===== src/rtl/vid_tim_meas.sv =====
// ============================================================================
//  Module      : vid_tim_meas
//  Description : Measures hsync width, line length, active pixels per line and
//                active lines per frame of a pixel-rate video timing stream.
//  Revision    : 1.0  initial release
// ============================================================================
`default_nettype none

module vid_tim_meas #(
    parameter int CW = 12
) (
    input  logic          clk,
    input  logic          rst_n,
    input  logic          ena,
    input  logic          hsync,
    input  logic          vsync,
    input  logic          daten,
    output logic [CW-1:0] Thsync_m,
    output logic [CW-1:0] Thlen_m,
    output logic [CW-1:0] Tactpix_m,
    output logic [CW-1:0] Tactlin_m,
    output logic          meas_vld,
    output logic          locked,
    output logic          err_line
);

    typedef enum logic [1:0] {
        ST_IDLE = 2'd0,
        ST_MEAS = 2'd1,
        ST_RUN  = 2'd2
    } state_t;

    localparam logic [CW-1:0] c_cnt_max = '1;
    localparam logic [CW-1:0] c_one     = {{(CW-1){1'b0}}, 1'b1};

    state_t        r_state;
    logic          r_h_d, r_v_d, r_d_d;
    logic [CW-1:0] r_lcnt, r_hcnt, r_pcnt;
    logic          r_hseen, r_first, r_ferr;
    logic [CW-1:0] r_sh_hsw, r_sh_len, r_sh_pix, r_lin_cnt;
    logic [CW-1:0] r_thsync, r_thlen, r_tactpix, r_tactlin;
    logic          r_meas_vld, r_locked, r_err_line;

    function automatic logic [CW-1:0] sat_inc(input logic [CW-1:0] v);
        return (v == c_cnt_max) ? v : v + c_one;
    endfunction

    logic          w_h_rise, w_h_fall, w_v_rise;
    logic [CW-1:0] w_lcnt_inc, w_len, w_pix_fin;
    logic          w_len_vld, w_len_err, w_pix_cap, w_lsat_now, w_same;
    logic [CW-1:0] w_sh_hsw_nxt, w_sh_len_nxt, w_sh_pix_nxt, w_lin_nxt;
    logic          w_ferr_nxt, w_first_nxt;

    assign w_h_rise   = hsync & ~r_h_d;
    assign w_h_fall   = ~hsync & r_h_d;
    assign w_v_rise   = vsync & ~r_v_d;

    assign w_lcnt_inc = sat_inc(r_lcnt);
    assign w_len      = w_lcnt_inc;
    assign w_len_vld  = w_h_rise & r_hseen;
    assign w_len_err  = w_len_vld & ~r_first & (w_len != r_sh_len);
    assign w_lsat_now = ~w_h_rise & (r_lcnt != c_cnt_max) & (w_lcnt_inc == c_cnt_max);

    // Pixel count runs one sample behind daten; the pending sample is folded in at line end.
    assign w_pix_fin  = r_d_d ? sat_inc(r_pcnt) : r_pcnt;
    assign w_pix_cap  = w_h_rise & (w_pix_fin != '0);

    // Line-end results as they will stand after this cycle; a coincident vsync publishes these.
    assign w_sh_hsw_nxt = w_h_fall  ? r_hcnt            : r_sh_hsw;
    assign w_sh_len_nxt = w_len_vld ? w_len             : r_sh_len;
    assign w_sh_pix_nxt = w_pix_cap ? w_pix_fin         : r_sh_pix;
    assign w_lin_nxt    = w_pix_cap ? sat_inc(r_lin_cnt) : r_lin_cnt;
    assign w_ferr_nxt   = r_ferr | w_len_err;
    assign w_first_nxt  = w_len_vld ? 1'b0 : r_first;

    assign w_same = (w_sh_hsw_nxt == r_thsync) && (w_sh_len_nxt == r_thlen) &&
                    (w_sh_pix_nxt == r_tactpix) && (w_lin_nxt == r_tactlin);

    always_ff @(posedge clk or negedge rst_n) begin
        if (!rst_n) begin
            r_state    <= ST_IDLE;
            r_h_d      <= 1'b0;
            r_v_d      <= 1'b0;
            r_d_d      <= 1'b0;
            r_lcnt     <= '0;
            r_hcnt     <= '0;
            r_pcnt     <= '0;
            r_hseen    <= 1'b0;
            r_first    <= 1'b1;
            r_ferr     <= 1'b0;
            r_sh_hsw   <= '0;
            r_sh_len   <= '0;
            r_sh_pix   <= '0;
            r_lin_cnt  <= '0;
            r_thsync   <= '0;
            r_thlen    <= '0;
            r_tactpix  <= '0;
            r_tactlin  <= '0;
            r_meas_vld <= 1'b0;
            r_locked   <= 1'b0;
            r_err_line <= 1'b0;
        end else if (!ena) begin
            r_meas_vld <= 1'b0;
            r_err_line <= 1'b0;
        end else begin
            r_h_d      <= hsync;
            r_v_d      <= vsync;
            r_d_d      <= daten;
            r_meas_vld <= 1'b0;
            r_err_line <= w_len_err;

            r_lcnt <= w_h_rise ? '0 : w_lcnt_inc;
            if (w_h_rise) begin
                r_hseen <= 1'b1;
            end

            if (w_h_rise) begin
                r_hcnt <= c_one;
            end else if (hsync) begin
                r_hcnt <= sat_inc(r_hcnt);
            end

            r_pcnt <= w_h_rise ? '0 : w_pix_fin;

            r_sh_hsw  <= w_sh_hsw_nxt;
            r_sh_len  <= w_sh_len_nxt;
            r_sh_pix  <= w_sh_pix_nxt;
            r_lin_cnt <= w_lin_nxt;
            r_ferr    <= w_ferr_nxt;
            r_first   <= w_first_nxt;

            if (w_v_rise) begin
                r_lin_cnt <= '0;
                r_ferr    <= 1'b0;
                r_first   <= 1'b1;
                case (r_state)
                    ST_IDLE: begin
                        r_sh_hsw <= '0;
                        r_sh_len <= '0;
                        r_sh_pix <= '0;
                        r_state  <= ST_MEAS;
                    end
                    default: begin
                        r_thsync   <= w_sh_hsw_nxt;
                        r_thlen    <= w_sh_len_nxt;
                        r_tactpix  <= w_sh_pix_nxt;
                        r_tactlin  <= w_lin_nxt;
                        r_meas_vld <= 1'b1;
                        r_locked   <= (r_state == ST_RUN) && w_same && !w_ferr_nxt;
                        r_state    <= ST_RUN;
                    end
                endcase
            end

            // Loss of hsync: drop back and restart measurement from scratch.
            if (w_lsat_now) begin
                r_state  <= ST_IDLE;
                r_locked <= 1'b0;
                r_hseen  <= 1'b0;
                r_first  <= 1'b1;
            end
        end
    end

    assign Thsync_m  = r_thsync;
    assign Thlen_m   = r_thlen;
    assign Tactpix_m = r_tactpix;
    assign Tactlin_m = r_tactlin;
    assign meas_vld  = r_meas_vld;
    assign locked    = r_locked;
    assign err_line  = r_err_line;

endmodule

`default_nettype wire


===== config.mk =====
export PLATFORM = sky130hd
export DESIGN_NAME = vid_tim_meas
export DESIGN_NICKNAME = d
export VERILOG_FILES = /design/src/rtl/vid_tim_meas.sv
export SDC_FILE = /design/constraint.sdc
export NUM_CORES = 1
export LEC_CHECK = 0
export BUFFER_PORTS_ARGS = -buffer_cell sky130_fd_sc_hd__buf_2
export CORE_UTILIZATION = 35
export DETAILED_ROUTE_END_ITERATION = 10
export HOLD_SLACK_MARGIN = 0.12
export PLACE_DENSITY = 0.64
export SYNTH_ARGS = -nofsm -noshare
export SYNTH_HDL_FRONTEND = slang
export SYNTH_SLANG_ARGS = --single-unit

===== constraint.sdc =====
create_clock -name clk -period 3.5 [get_ports clk]
set_clock_uncertainty 0.1 [all_clocks]
set_input_delay 0.7 -clock clk [delete_from_list [all_inputs] [get_ports clk]]
set_output_delay 0.7 -clock clk [all_outputs]
set_load 0.03 [all_outputs]

== Word-level counts from Yosys, hierarchy flattened ==
Index checks and enable logic that the tools add are counted.

* $add $sub $neg: 4
* Equal/unequal tests: 14
* Multiplexer cells: 36
* Bitwise operators: 16
* Reduce and logical (&&, ||, !) cells: 18

{| class="wikitable"
|+ Operators with widths
! cell !! count
|-
| 12-bit 2-to-1 mux || 20
|-
| 12-bit equality test (second input constant) || 5
|-
| 12-bit by 1-bit adder with 12-bit output (second input constant) || 4
|-
| 12-bit equality test || 4
|-
| 1-bit 2-to-1 mux || 13
|-
| 12-bit inequality test || 1
|-
| 12-bit inequality test (second input constant) || 1
|-
| 12-bit nonzero test || 1
|-
| 1-bit AND || 9
|-
| 3-bit AND reduction || 3
|-
| 2-bit 2-to-1 mux || 3
|-
| 1-bit NOT || 6
|-
| 2-bit AND reduction || 3
|-
| 2-bit nonzero test || 3
|-
| 1-bit logical AND || 5
|-
| 2-bit inequality test (second input constant) || 2
|-
| 3-bit nonzero test || 1
|-
| 2-bit equality test (second input constant) || 1
|-
| 2-bit logical NOT || 1
|-
| 1-bit logical NOT || 1
|-
| 1-bit OR || 1
|}

* Register bits after elaboration: 143
* Input bits: 6
* Output and inout port bits: 51

== Logic depth before layout (Yosys ltp) ==
Gate-level depths: netlist (run 1).

* Depth in word-level cells: 14
* Mapped depth: 13
* Depth with buffers taken out: 11

== Worst setup path after synthesis (run 1) ==
No wires, ideal clock.

* Path kind: in2reg
* From: input port hsync
* To: register r_locked, in the netlist locked
* Setup time: 95 ps
* Arrival time: 3223 ps
* Required time: 3305 ps
* Setup slack: 82 ps
* Stages on the path: 12
* Path through: clkbuf_1 -> nand2b_1 -> clkbuf_1 -> mux2i_1 -> o22ai_1 -> a211o_1 -> or4_1 -> nor4b_1 -> o2111ai_1 -> nor4_1 -> nand4_1 -> o31ai_1

* Longest elaborated chain between the ends: 12
* Elaborated cells between the ends (all ways): 31

{| class="wikitable"
|+ RTL lines
! element !! RTL line !! text
|-
| from (decl) || 15 || <nowiki>input logic hsync,</nowiki>
|-
| 1-bit AND / 1-bit NOT (equally long branches) || 54, 55 ||
|-
| 1-bit AND (on tied branches) || 60, 55 ||
|-
| 12-bit 2-to-1 mux (on tied branches) || 70, 69 ||
|-
| 12-bit equality test || 76 || <nowiki>assign w_same = (w_sh_hsw_nxt == r_thsync) && (w_sh_len_nxt == r_thlen) &&</nowiki>
|-
| 1-bit logical AND (2 in series) || 76 ||
|-
| 1-bit logical AND || 77 || <nowiki>(w_sh_pix_nxt == r_tactpix) && (w_lin_nxt == r_tactlin);</nowiki>
|-
| 1-bit logical AND (2 in series) || 149 || <nowiki>r_locked <= (r_state == ST_RUN) && w_same && !w_ferr_nxt;</nowiki>
|-
| 1-bit 2-to-1 mux || 136 || <nowiki>case (r_state)</nowiki>
|-
| 1-bit 2-to-1 mux || 132 || <nowiki>if (w_v_rise) begin</nowiki>
|-
| 1-bit 2-to-1 mux || 156 || <nowiki>if (w_lsat_now) begin</nowiki>
|-
| to (signal assigned) || 149 ||
|-
| to (decl) || 42 || <nowiki>logic r_meas_vld, r_locked, r_err_line;</nowiki>
|}

Several ways; a longest one is shown, not always the timed one. The select of a mux whose other input is x is not followed.
A chain may end at the register's enable or synchronous reset.

== Worst setup path in the final report (run 1) ==
* From: register r_lin_cnt[10]
* To: register r_locked, in the netlist locked

* Longest elaborated chain between the ends: 10
* Elaborated cells between the ends (all ways): 11

{| class="wikitable"
|+ RTL lines
! element !! RTL line !! text
|-
| from (decl) || 40 || <nowiki>logic [CW-1:0] r_sh_hsw, r_sh_len, r_sh_pix, r_lin_cnt;</nowiki>
|-
| from (signal assigned) || 128 || <nowiki>r_lin_cnt <= w_lin_nxt;</nowiki>
|-
| 12-bit by 1-bit adder with 12-bit output / 12-bit equality test (equally long branches) || 45 || <nowiki>return (v == c_cnt_max) ? v : v + c_one;</nowiki>
|-
| 12-bit 2-to-1 mux || 45 ||
|-
| 12-bit 2-to-1 mux (*) || 72 || <nowiki>assign w_lin_nxt = w_pix_cap ? sat_inc(r_lin_cnt) : r_lin_cnt;</nowiki>
|-
| 12-bit equality test (*) || 77 ||
|-
| 1-bit logical AND (*) || 77 ||
|-
| 1-bit logical AND (*) (2 in series) || 149 ||
|-
| 1-bit 2-to-1 mux (*) || 136 ||
|-
| 1-bit 2-to-1 mux (*) || 132 ||
|-
| 1-bit 2-to-1 mux (*) || 156 ||
|}

Every way passes the cells marked *; elsewhere a longest branch is shown, timed or not. The select of a mux whose other input is x is not followed.

==> reports/results.ini, run 1 <==
[setup_path]
r2r_slack_ps = 160
slowest_delay_ps = 540
crit_path_top_delay_cell = or4_1
r2r_start = r_lin_cnt[10]$_DFFE_PN0P_
ff2ff_path_depth = 10
crit_chain = nand4_1, or3_1, o21ai_0, o31ai_1, or4_1, nor4b_1, o2111ai_1, nor4_2, nand4_1, o31ai_1
cp-start-kind = register
cp_max_fo = 7
crit_arrival_ps = 3570
crit_type = register to register
worstSetupStartpoint = r_lin_cnt[10]$_DFFE_PN0P_
crit_end = locked$_DFFE_PN0P_
r2r_end = locked$_DFFE_PN0P_
worstPathRequired_ps = 3730
worst_setup_path_end_kind = register

[power_and_ir_drop]
leakagePower_nw = 4.65
p_int_mw = 3.54
ir_drop_uv = 328
seqPwrFrac_pct = 36.6
clockPowerShare_pct = 33.6
p_switching_mw = 2.02
combPwrFrac_pct = 29.8
p_sw_share_pct = 36.3
p_per_area_mw_per_mm2 = 502

[layout]
final_common_cell = nand2_1
num-nets-final = 1209
drive_above_1_share_pct = 20.2
diodes = 0
most-common-layout-cells = nand2_1, dfrtp_1, buf_4, o21ai_0, nor2_1
area_delta_synth_final_pct = 21.7
instances_no_fill = 1541

[detailed_routing]
route.detailed.drc = 0
wl_mm = 30.1
dr_wl_met2_mm = 14.0
wl_per_cell_um = 19.5
vias = 9031
wl_met3_mm = 1.94
top_layer = met4
viasPerCell = 5.86
met1Wirelength_mm = 13.3
final_antenna_net_count = 0
first_pass_iters = 6
drt_iter0_markers = 792

[yosys]
synth_compound_area_share_pct = 24.8
synthFlopType = dfrtp_1
synth-edff-count = 0
synth_top_family_by_area = compound AO/OA/AOI/OAI gates
synthAdderAreaFrac_pct = 0.551
ys_types = 77
ys_seq_elements = 143
synth_area_mm2 = 0.00909
syn_area_per_cell_um2 = 8.41
yosysSeqAreaShare_pct = 39.4
synthArstFlopShare_pct = 100
synthSimpleGateAreaFrac_pct = 21.2
synth_xor_area_share_pct = 6.84
synth.area.mux_share_pct = 2.64
yosys_warnings = 0
synthesis.instances = 1081
synth_nets = 1091

[grt]
grt_max_degree = 61
grt-ovfl-total = 0
grt_pass1_wl_mm = 47.7
grt_pass1_vias = 8562
grt_antenna_before_repair = 0
grt_usage_pct = 23.1

[floorplanning]
die_area_mm2 = 0.0266
die_x_um = 163
start_util_pct = 35.9
core_area_mm2 = 0.0253
die_h_um = 163
fp-row-count = 58
ios = 57

[sta]
timing.fmax_ghz = 0.300
period_minus_slack_ps = 3340
hold_violations = 0
post-route-period-util_pct = 95.4
drv_slew = 0
finalSetupViolCount = 0
worst_pin_slew_ps = 658
holdWs_ps = 167
setup_ws_ps = 162
maxSlewHeadroom_pct = 55.8

[cts]
clk_path_buf_depth = 2
cts_inserted_buffers = 17
cts_tree = done
htreeDepth = 4
clock_latency_ps = 430
clock-sinks = 143
postCtsHoldBufs = 0
path_clk_slew_ps = 60
root_buffer = clkbuf_16

[placement]
numPortBuffers = 56
place_inst = 1506
dp_hpwl_mm = 21.9
pre_cts_ws_ps = -140
place_congestion = 0.942

[run_status]
outcome = completed

[hold_path]
min_path_type = input pin to async pin

[run]
maxCapViolCount = 0

synthesized netlist by cell type, drive strengths merged (7+ instances only):
library cell	number	share of area, %
o21ai	110	6.1
a21oi	56	3.1
a31oi	19	1.3
nor2	80	3.3
xnor2	44	4.2
nor4	13	0.89
or3	13	0.95
and4	9	0.87
mux2	8	0.99
buf	10	0.67
nor3	26	1.5
nand2b	9	0.62
nor2b	15	1.0
xor2	27	2.6
dfrtp	142	39
o31ai	13	1.1
and3	11	0.76
o2bb2ai	20	1.9
nand3	28	1.7
a21o	7	0.58
inv	30	1.2
nand2	152	6.3
o22ai	13	0.89
clkbuf	64	2.6
a22o	16	1.5
mux2i	15	1.7
nand4	21	1.5
registers in the layout, summed over array words and instances (netlist names), 2 cells and up:
| register | count |
|---|---|
| Tactpix_m | 12 |
| r_sh_len | 12 |
| r_sh_pix | 12 |
| r_state | 2 |
| r_sh_hsw | 12 |
| r_hcnt | 12 |
| r_lcnt | 12 |
| Tactlin_m | 12 |
| r_lin_cnt | 12 |
| r_pcnt | 12 |
| Thlen_m | 12 |
| Thsync_m | 12 |
per-stage QoR:
stage	power (mW)	utilization (%)	TNS [ps]	instance area, um^2
floorplan	3.06	-	0	9090
global placement	3.65	40.9	-23.6	10400
detailed placement	3.66	40.9	-140	10400
CTS	5.52	43.2	0	11000
global route	5.82	43.7	-3.84	11100
finish	5.56	43.7	0	11100
worst max-delay path, delay by kind of cell, from the launching register on:
kind            cells  cell delay [ps]
compound gates      4              870
flops               1              440
simple gates        6             1850
area by class of cell:
cell class	count	area [um^2]
inverter	31	116
sequential	143	3580
multi-input combinational	833	5180
clock buffer	18	439
timing repair buffer	173	1180
clock inverter	13	155
fill	2461	14300
tap	330	413
timing repair:
action                     in CTS  in global routing
gates resized for setup         1                 21
pin swaps                       0                  4
setup endpoints to repair       1                  1
buffers inserted                0                  4
kinds of logic (layout without fill, tap and decap cells):
logic type | count (synthesis) | in the layout
simple gates | 399 | 399
compound gates | 336 | 336
buf+inv | 105 | 235
fa+ha+maj | 4 | 4
flops | 143 | 143
xor+xnor | 71 | 71
mux | 23 | 23
routing by layer:
layer  GRT usage [%]  vias to the layer above
met5               0                        -
met2            37.6                      379
met1            30.6                     4386
met3            4.19                       71
met4            7.82                        0
li1                -                     4195
how the worst min path moves through the flow:
stage,depth (start not counted),slack [ps],start,end
3_3_place_gp,2,350,r_first$_DFFE_PN1P_,r_first$_DFFE_PN1P_
4_1_cts,1,180,rst_n,r_d_d$_DFFE_PN0P_
6_report,1,170,rst_n,r_d_d$_DFFE_PN0P_
3_5_place_dp,2,360,r_first$_DFFE_PN1P_,r_first$_DFFE_PN1P_
5_1_grt,1,200,rst_n,r_pcnt[4]$_DFFE_PN0P_
2_1_floorplan,0,300,rst_n,Tactlin_m[0]$_DFFE_PN0P_
power by group through the flow:
| stage | clock, mW | combinational [mW] | sequential [mW] |
|---|---|---|---|
| 5_1_grt | 1.96 | 1.80 | 2.06 |
| 3_5_place_dp | 0 | 1.61 | 2.05 |
| 2_1_floorplan | 0 | 0.898 | 2.16 |
| 6_report | 1.87 | 1.65 | 2.03 |
| 4_1_cts | 1.88 | 1.61 | 2.03 |
| 3_3_place_gp | 0 | 1.60 | 2.05 |
Note: power is estimated with default switching activity, not from simulation.
==> run 2, diff against run 1 <==
ABC_AREA = 1   (was not set)
==> run 2 against run 1 <==
  * Core utilization decreased by 2.6 points
  * Via count decreased by 14%
  * Sequential power increased by 27%
  * Cell area decreased by 13%
  * Routed wire length decreased by 25%
==> reports/results.ini, run 2 <==
[run_status]
outcome = completed

[floorplanning]
core_area_mm2 = 0.0234
die_h_um = 156
die_area_mm2 = 0.0244
ios = 57
fp-row-count = 56
start_util_pct = 35.6
die_x_um = 156

[grt]
grt_max_degree = 66
grt_antenna_before_repair = 0
grt_pass1_wl_mm = 37.6
grt-ovfl-total = 0
grt_pass1_vias = 7435
grt_usage_pct = 19.4

[setup_path]
crit_path_top_delay_cell = dfrtp_1
worst_setup_path_end_kind = register
critPathTopFamily = simple AND/OR/NAND/NOR gates
cpMostUsedCell = nand2_1
cp_max_fo = 28
crit_arrival_ps = 3360
slowest_delay_ps = 600
r2r_slack_ps = 410
crit_type = register to register
crit_buf_inv = 4
worstPathRequired_ps = 3760
cp-start-kind = register
crit_chain = inv_1, nor3_4, nand2_2, nand2_1, o21ai_1, inv_1, nand2_1, nor2_1, nand2_2, nand2_4, buf_12, inv_6, nand2_4, nand2_2, nand2_1, nand2_1, nor2_1, nand2_1, nor2_1, nand3_1, nand2_1

[yosys]
ys_seq_elements = 143
synthMostInstantiatedCell = nand2_1
yosys_warnings = 0
yosys.area.top_type_share_pct = 42.6
synthTopCellsByCount = nand2_1, dfrtp_1, inv_1
synthArstFlopShare_pct = 100
synth-edff-count = 0
synthTopCellsByArea = dfrtp_1, nand2_1, nand3_1
synth_area_mm2 = 0.00834
syn_area_per_cell_um2 = 7.11
ys_types = 41
yosysTopAreaCell = dfrtp_1
synthesis.instances = 1173
synth_nets = 1183
yosysSeqAreaShare_pct = 42.9
synthFlopType = dfrtp_1

[detailed_routing]
route.detailed.drc = 0
vias = 7805
wl_per_cell_um = 14.4
wl_mm = 22.4
final_antenna_net_count = 0
viasPerCell = 5.01
first_pass_iters = 5
drt_iter0_markers = 744

[hold_path]
min_path_type = input pin to async pin

[power_and_ir_drop]
clockPowerShare_pct = 26.5
p_switching_mw = 3.05
seqPwrFrac_pct = 35.1
ir_drop_uv = 401
combPwrFrac_pct = 38.4
leakagePower_nw = 4.83
p_per_area_mw_per_mm2 = 760
p_sw_share_pct = 41.7
p_int_mw = 4.26

[sta]
rsz0062_at_grt = false
timing.fmax_ghz = 0.323
final.setup.tns_ps = 0
maxSlewHeadroom_pct = 33.9
post-route-period-util_pct = 88.4
worst_pin_slew_ps = 990
drv_slew = 0
finalSetupViolCount = 0
period_minus_slack_ps = 3090
hold_violations = 0

[placement]
place_congestion = 0.896
dp_hpwl_mm = 16.0
numPortBuffers = 56

[layout]
most-common-layout-cells = nand2_1, dfrtp_1, inv_1, nand3_1, nor2_1
num-nets-final = 1237
nFillCells = 2443
fin_util_pct = 41.1
area_delta_synth_final_pct = 15.4
drive_above_1_share_pct = 11.0
final_common_cell = nand2_1
diodes = 0

[cts]
root_buffer = clkbuf_16
path_clk_slew_ps = 60
post_cts_buffers = 0
cts_tree = done
htreeDepth = 4
clock-sinks = 143
clock_latency_ps = 430
cts_inserted_buffers = 17
clk_path_buf_depth = 2

[run]
maxCapViolCount = 0

[run 2: timing repair]
| action | in CTS | in global routing |
|---|---|---|
| endpoints found under the setup margin | 0 | 1 |
| resized for setup | 0 | 1 |
| hold buffers | 0 | 0 |
[run 2: kinds of logic after synthesis]
group	synth area share [%]
xor gates and xnor gates	1.47
adders and majority gates	0.600
buffers and inverters	9.11
DFF	42.9
AOI/OAI and AO/OA	11.5
and+or+nand+nor	34.4
[run 2: layout make-up]
class	count	area, um^2	share of cell area [%]
Multi-Input combinational cell	842	4000	41.6
Sequential cell	143	3580	37.2
Inverter	146	553	5.75
Timing Repair Buffer	77	469	4.88
Clock buffer	17	425	4.42
Tap cell	319	399	4.15
Clock inverter	15	194	2.02
[run 2: layer usage]
| layer | vias up | track usage (%) | part of all wire (%) |
|---|---|---|---|
| li1 | 3942 | - | - |
| met1 | 3658 | 26.2 | 48 |
| met2 | 179 | 32.1 | 46 |
| met3 | 26 | 3.21 | 4.7 |
| met4 | 0 | 5.09 | 1.4 |
| met5 | - | 0 | 0 |
[run 2: per-stage QoR]
step | area, um^2 | instances | power (mW) | hold slack, ps | worst slack (ps)
floorplan | 8340 | 1173 | 4.59 | 304 | 979
global placement | 9000 | 1527 | 5.36 | 372 | 412
detailed placement | 9000 | 1527 | 5.40 | 363 | 381
CTS | 9620 | 1559 | 7.36 | 185 | 459
global route | 9620 | 1559 | 7.82 | 201 | 68.9
finish | 9620 | 1559 | 7.31 | 161 | 406
[run 2: worst reg2reg max path, stage by stage, from the launching register on]
cell	delay, ps
dfrtp_1	600
inv_1	220
nor3_4	270
nand2_2	120
nand2_1	80
o21ai_1	60
inv_1	130
nand2_1	80
nor2_1	140
nand2_2	130
nand2_4	110
buf_12	200
inv_6	70
nand2_4	60
nand2_2	60
nand2_1	50
nand2_1	50
nor2_1	200
nand2_1	80
nor2_1	100
nand3_1	70
nand2_1	60
[run 2: path summary, 6_finish.rpt]
kind,start,to,cells past startpoint
worst min register to register,r_hseen$_DFFE_PN0P_,r_hseen$_DFFE_PN0P_,2
worst min-delay path,rst_n,r_hcnt[3]$_DFFE_PN0P_,1
min in group clk,r_hseen$_DFFE_PN0P_,r_hseen$_DFFE_PN0P_,2
max in group asynchronous,rst_n,r_first$_DFFE_PN1P_,2
worst max register to register,r_d_d$_DFFE_PN0P_,locked$_DFFE_PN0P_,21
worst max-delay path,r_d_d$_DFFE_PN0P_,locked$_DFFE_PN0P_,21
[run 2: power groups by stage]
| stage | Clock [mW] | Sequential, mW | Combinational [mW] |
|---|---|---|---|
| finish | 1.94 | 2.57 | 2.80 |
| global route | 2.03 | 2.64 | 3.15 |
| CTS | 1.97 | 2.56 | 2.82 |
| detailed placement | 0 | 2.59 | 2.82 |
| global placement | 0 | 2.58 | 2.77 |
| floorplan | 0 | 2.98 | 1.61 |
==> run 3, diff against run 2 <==
clock period = 2.8 ns   (was 3.5 ns; I/O delays follow)
==> run 3 against run 2 <==
  * Largest cell class unchanged
  * Setup slack got worse by 390 ps
  * Critical path type unchanged
  * Global-route usage rose by 0.69 points
  * Critical path depth down 1
  * Fmax is 11% higher
  * Critical endpoint unchanged
  * Highest routed layer unchanged
  * Sequential power grew 25%
==> reports/results.ini, run 3 (synthesized netlist as in run 2, its figures left out) <==
[sta]
finalSetupViolCount = 0
drv_slew = 0
maxSlewHeadroom_pct = 61.0
setup_ws_ps = 13.2
hold_violations = 0
post-route-period-util_pct = 99.5
worst_pin_slew_ps = 584
final.setup.tns_ps = 0
timing.fmax_ghz = 0.359
period_minus_slack_ps = 2790
rsz0062_at_grt = true

[grt]
grt_pass1_wl_mm = 38.8
grt_usage_pct = 20.1
grt_pass1_vias = 7745
grt_max_degree = 57
grt-ovfl-total = 0
grt_antenna_before_repair = 0

[detailed_routing]
drt_iter0_markers = 580
first_pass_iters = 7
viasPerCell = 5.02
route.detailed.drc = 0
wl_per_cell_um = 14.4
vias = 8117
wl_mm = 23.3
final_antenna_net_count = 0

[layout]
area_delta_synth_final_pct = 24.4
drive_above_1_share_pct = 18.1
nFillCells = 2394
num-nets-final = 1295
regArea_mm2 = 0.00358
final_common_cell = nand2_1
fin_util_pct = 44.3
instances_no_fill = 1616
multi_input_area_mm2 = 0.00418
diodes = 0
most-common-layout-cells = nand2_1, dfrtp_1, inv_1, nand3_1, o21ai_0

[cts]
root_buffer = clkbuf_16
htreeDepth = 4
clk_path_buf_depth = 2
path_clk_slew_ps = 60
clock-sinks = 143
cts_inserted_buffers = 17
clock_latency_ps = 430
cts_tree = done

[run]
maxCapViolCount = 0

[setup_path]
crit_arrival_ps = 3050
worst_setup_path_end_kind = register
slowest_delay_ps = 370
cpMostUsedCell = nand2_1
crit_buf_inv = 2
crit_path_top_delay_cell = dfrtp_1
crit_type = register to register
cp_max_fo = 10
crit_chain = buf_6, nand3_4, nor2_4, nand2_2, o21ai_2, nand2_1, nor2_2, nand2_1, nor2_2, nand2_4, nand2_8, buf_4, nand2_1, nand3b_1, nand3_1, nor2_2, nand2_1, nor2_2, nand3_1, nand2_1
cp-start-kind = register
worstPathRequired_ps = 3060
critPathTopFamily = simple AND/OR/NAND/NOR gates

[floorplanning]
ios = 57
start_util_pct = 35.6
core_area_mm2 = 0.0234
die_area_mm2 = 0.0244
die_x_um = 156
fp-row-count = 56
die_h_um = 156

[hold_path]
min_path_type = input pin to register

[power_and_ir_drop]
finalPower_mw = 9.78
p_per_area_mw_per_mm2 = 943
ir_drop_uv = 621
leakagePower_nw = 5.17

[run_status]
outcome = completed

[placement]
dp_hpwl_mm = 16.6
place_congestion = 0.891
place_inst = 1567
pre_cts_ws_ps = -156
numPortBuffers = 56

-- run 3: tightest hold or removal path, cell delays in order --
cell and delay [ps]:
buf_2 80, nand2_1 40, o21ai_0 60
-- run 3: final timing paths --
path	cells past startpoint	slack [ps]	start	endpoint
worst min register to register	2	370	r_hseen$_DFFE_PN0P_	r_hseen$_DFFE_PN0P_
max in group asynchronous	3	1230	rst_n	Tactpix_m[8]$_DFFE_PN0P_
worst max-delay path	20	10	r_pcnt[0]$_DFFE_PN0P_	locked$_DFFE_PN0P_
worst max register to register	20	10	r_pcnt[0]$_DFFE_PN0P_	locked$_DFFE_PN0P_
min in group asynchronous	2	580	rst_n	Thsync_m[10]$_DFFE_PN0P_
worst min-delay path	3	250	daten	r_d_d$_DFFE_PN0P_
-- run 3: what timing repair did --
| action | 4_1_cts | 5_1_grt |
|---|---|---|
| pin swaps | 3 | 34 |
| cloned | 0 | 0 |
| gates resized for setup | 12 | 51 |
| setup buffers | 3 | 14 |
| endpoints found under the setup margin | 1 | 1 |
| hold buffers | 1 | 0 |
| hold endpoints to repair | 53 | 0 |
-- run 3: through the flow --
stage | instance area [um^2] | hold WS (ps)
3_3_place_gp | 9340 | 356
4_1_cts | 10100 | 238
5_1_grt | 10400 | 244
6_report | 10400 | 251
3_5_place_dp | 9340 | 359
2_1_floorplan | 8340 | 164
-- run 3: cell type report --
class | count | area share [%]
Clock buffer | 21 | 4.54
Sequential cell | 143 | 34.5
Clock inverter | 10 | 1.99
Multi-Input combinational cell | 842 | 40.3
Tap cell | 319 | 3.85
Inverter | 146 | 5.37
Timing Repair Buffer | 135 | 9.40
-- run 3: layer usage --
| metal | vias to the layer above | GRT usage (%) | wire (um) |
|---|---|---|---|
| li1 | 4055 | - | - |
| met1 | 3843 | 27.9 | 11100 |
| met2 | 193 | 32.2 | 10800 |
| met3 | 26 | 3.10 | 1100 |
| met4 | 0 | 5.70 | 333 |
| met5 | - | 0 | 0 |
-- run 3: report_power, final --
group | internal (mW) | leakage [nW] | switching [mW] | total (mW)
Clock | 1.74 | 0.330 | 0.909 | 2.65
Combinational | 1.43 | 3.00 | 2.50 | 3.93
Sequential | 2.67 | 1.84 | 0.532 | 3.21
Total | 5.84 | 5.17 | 3.94 | 9.78
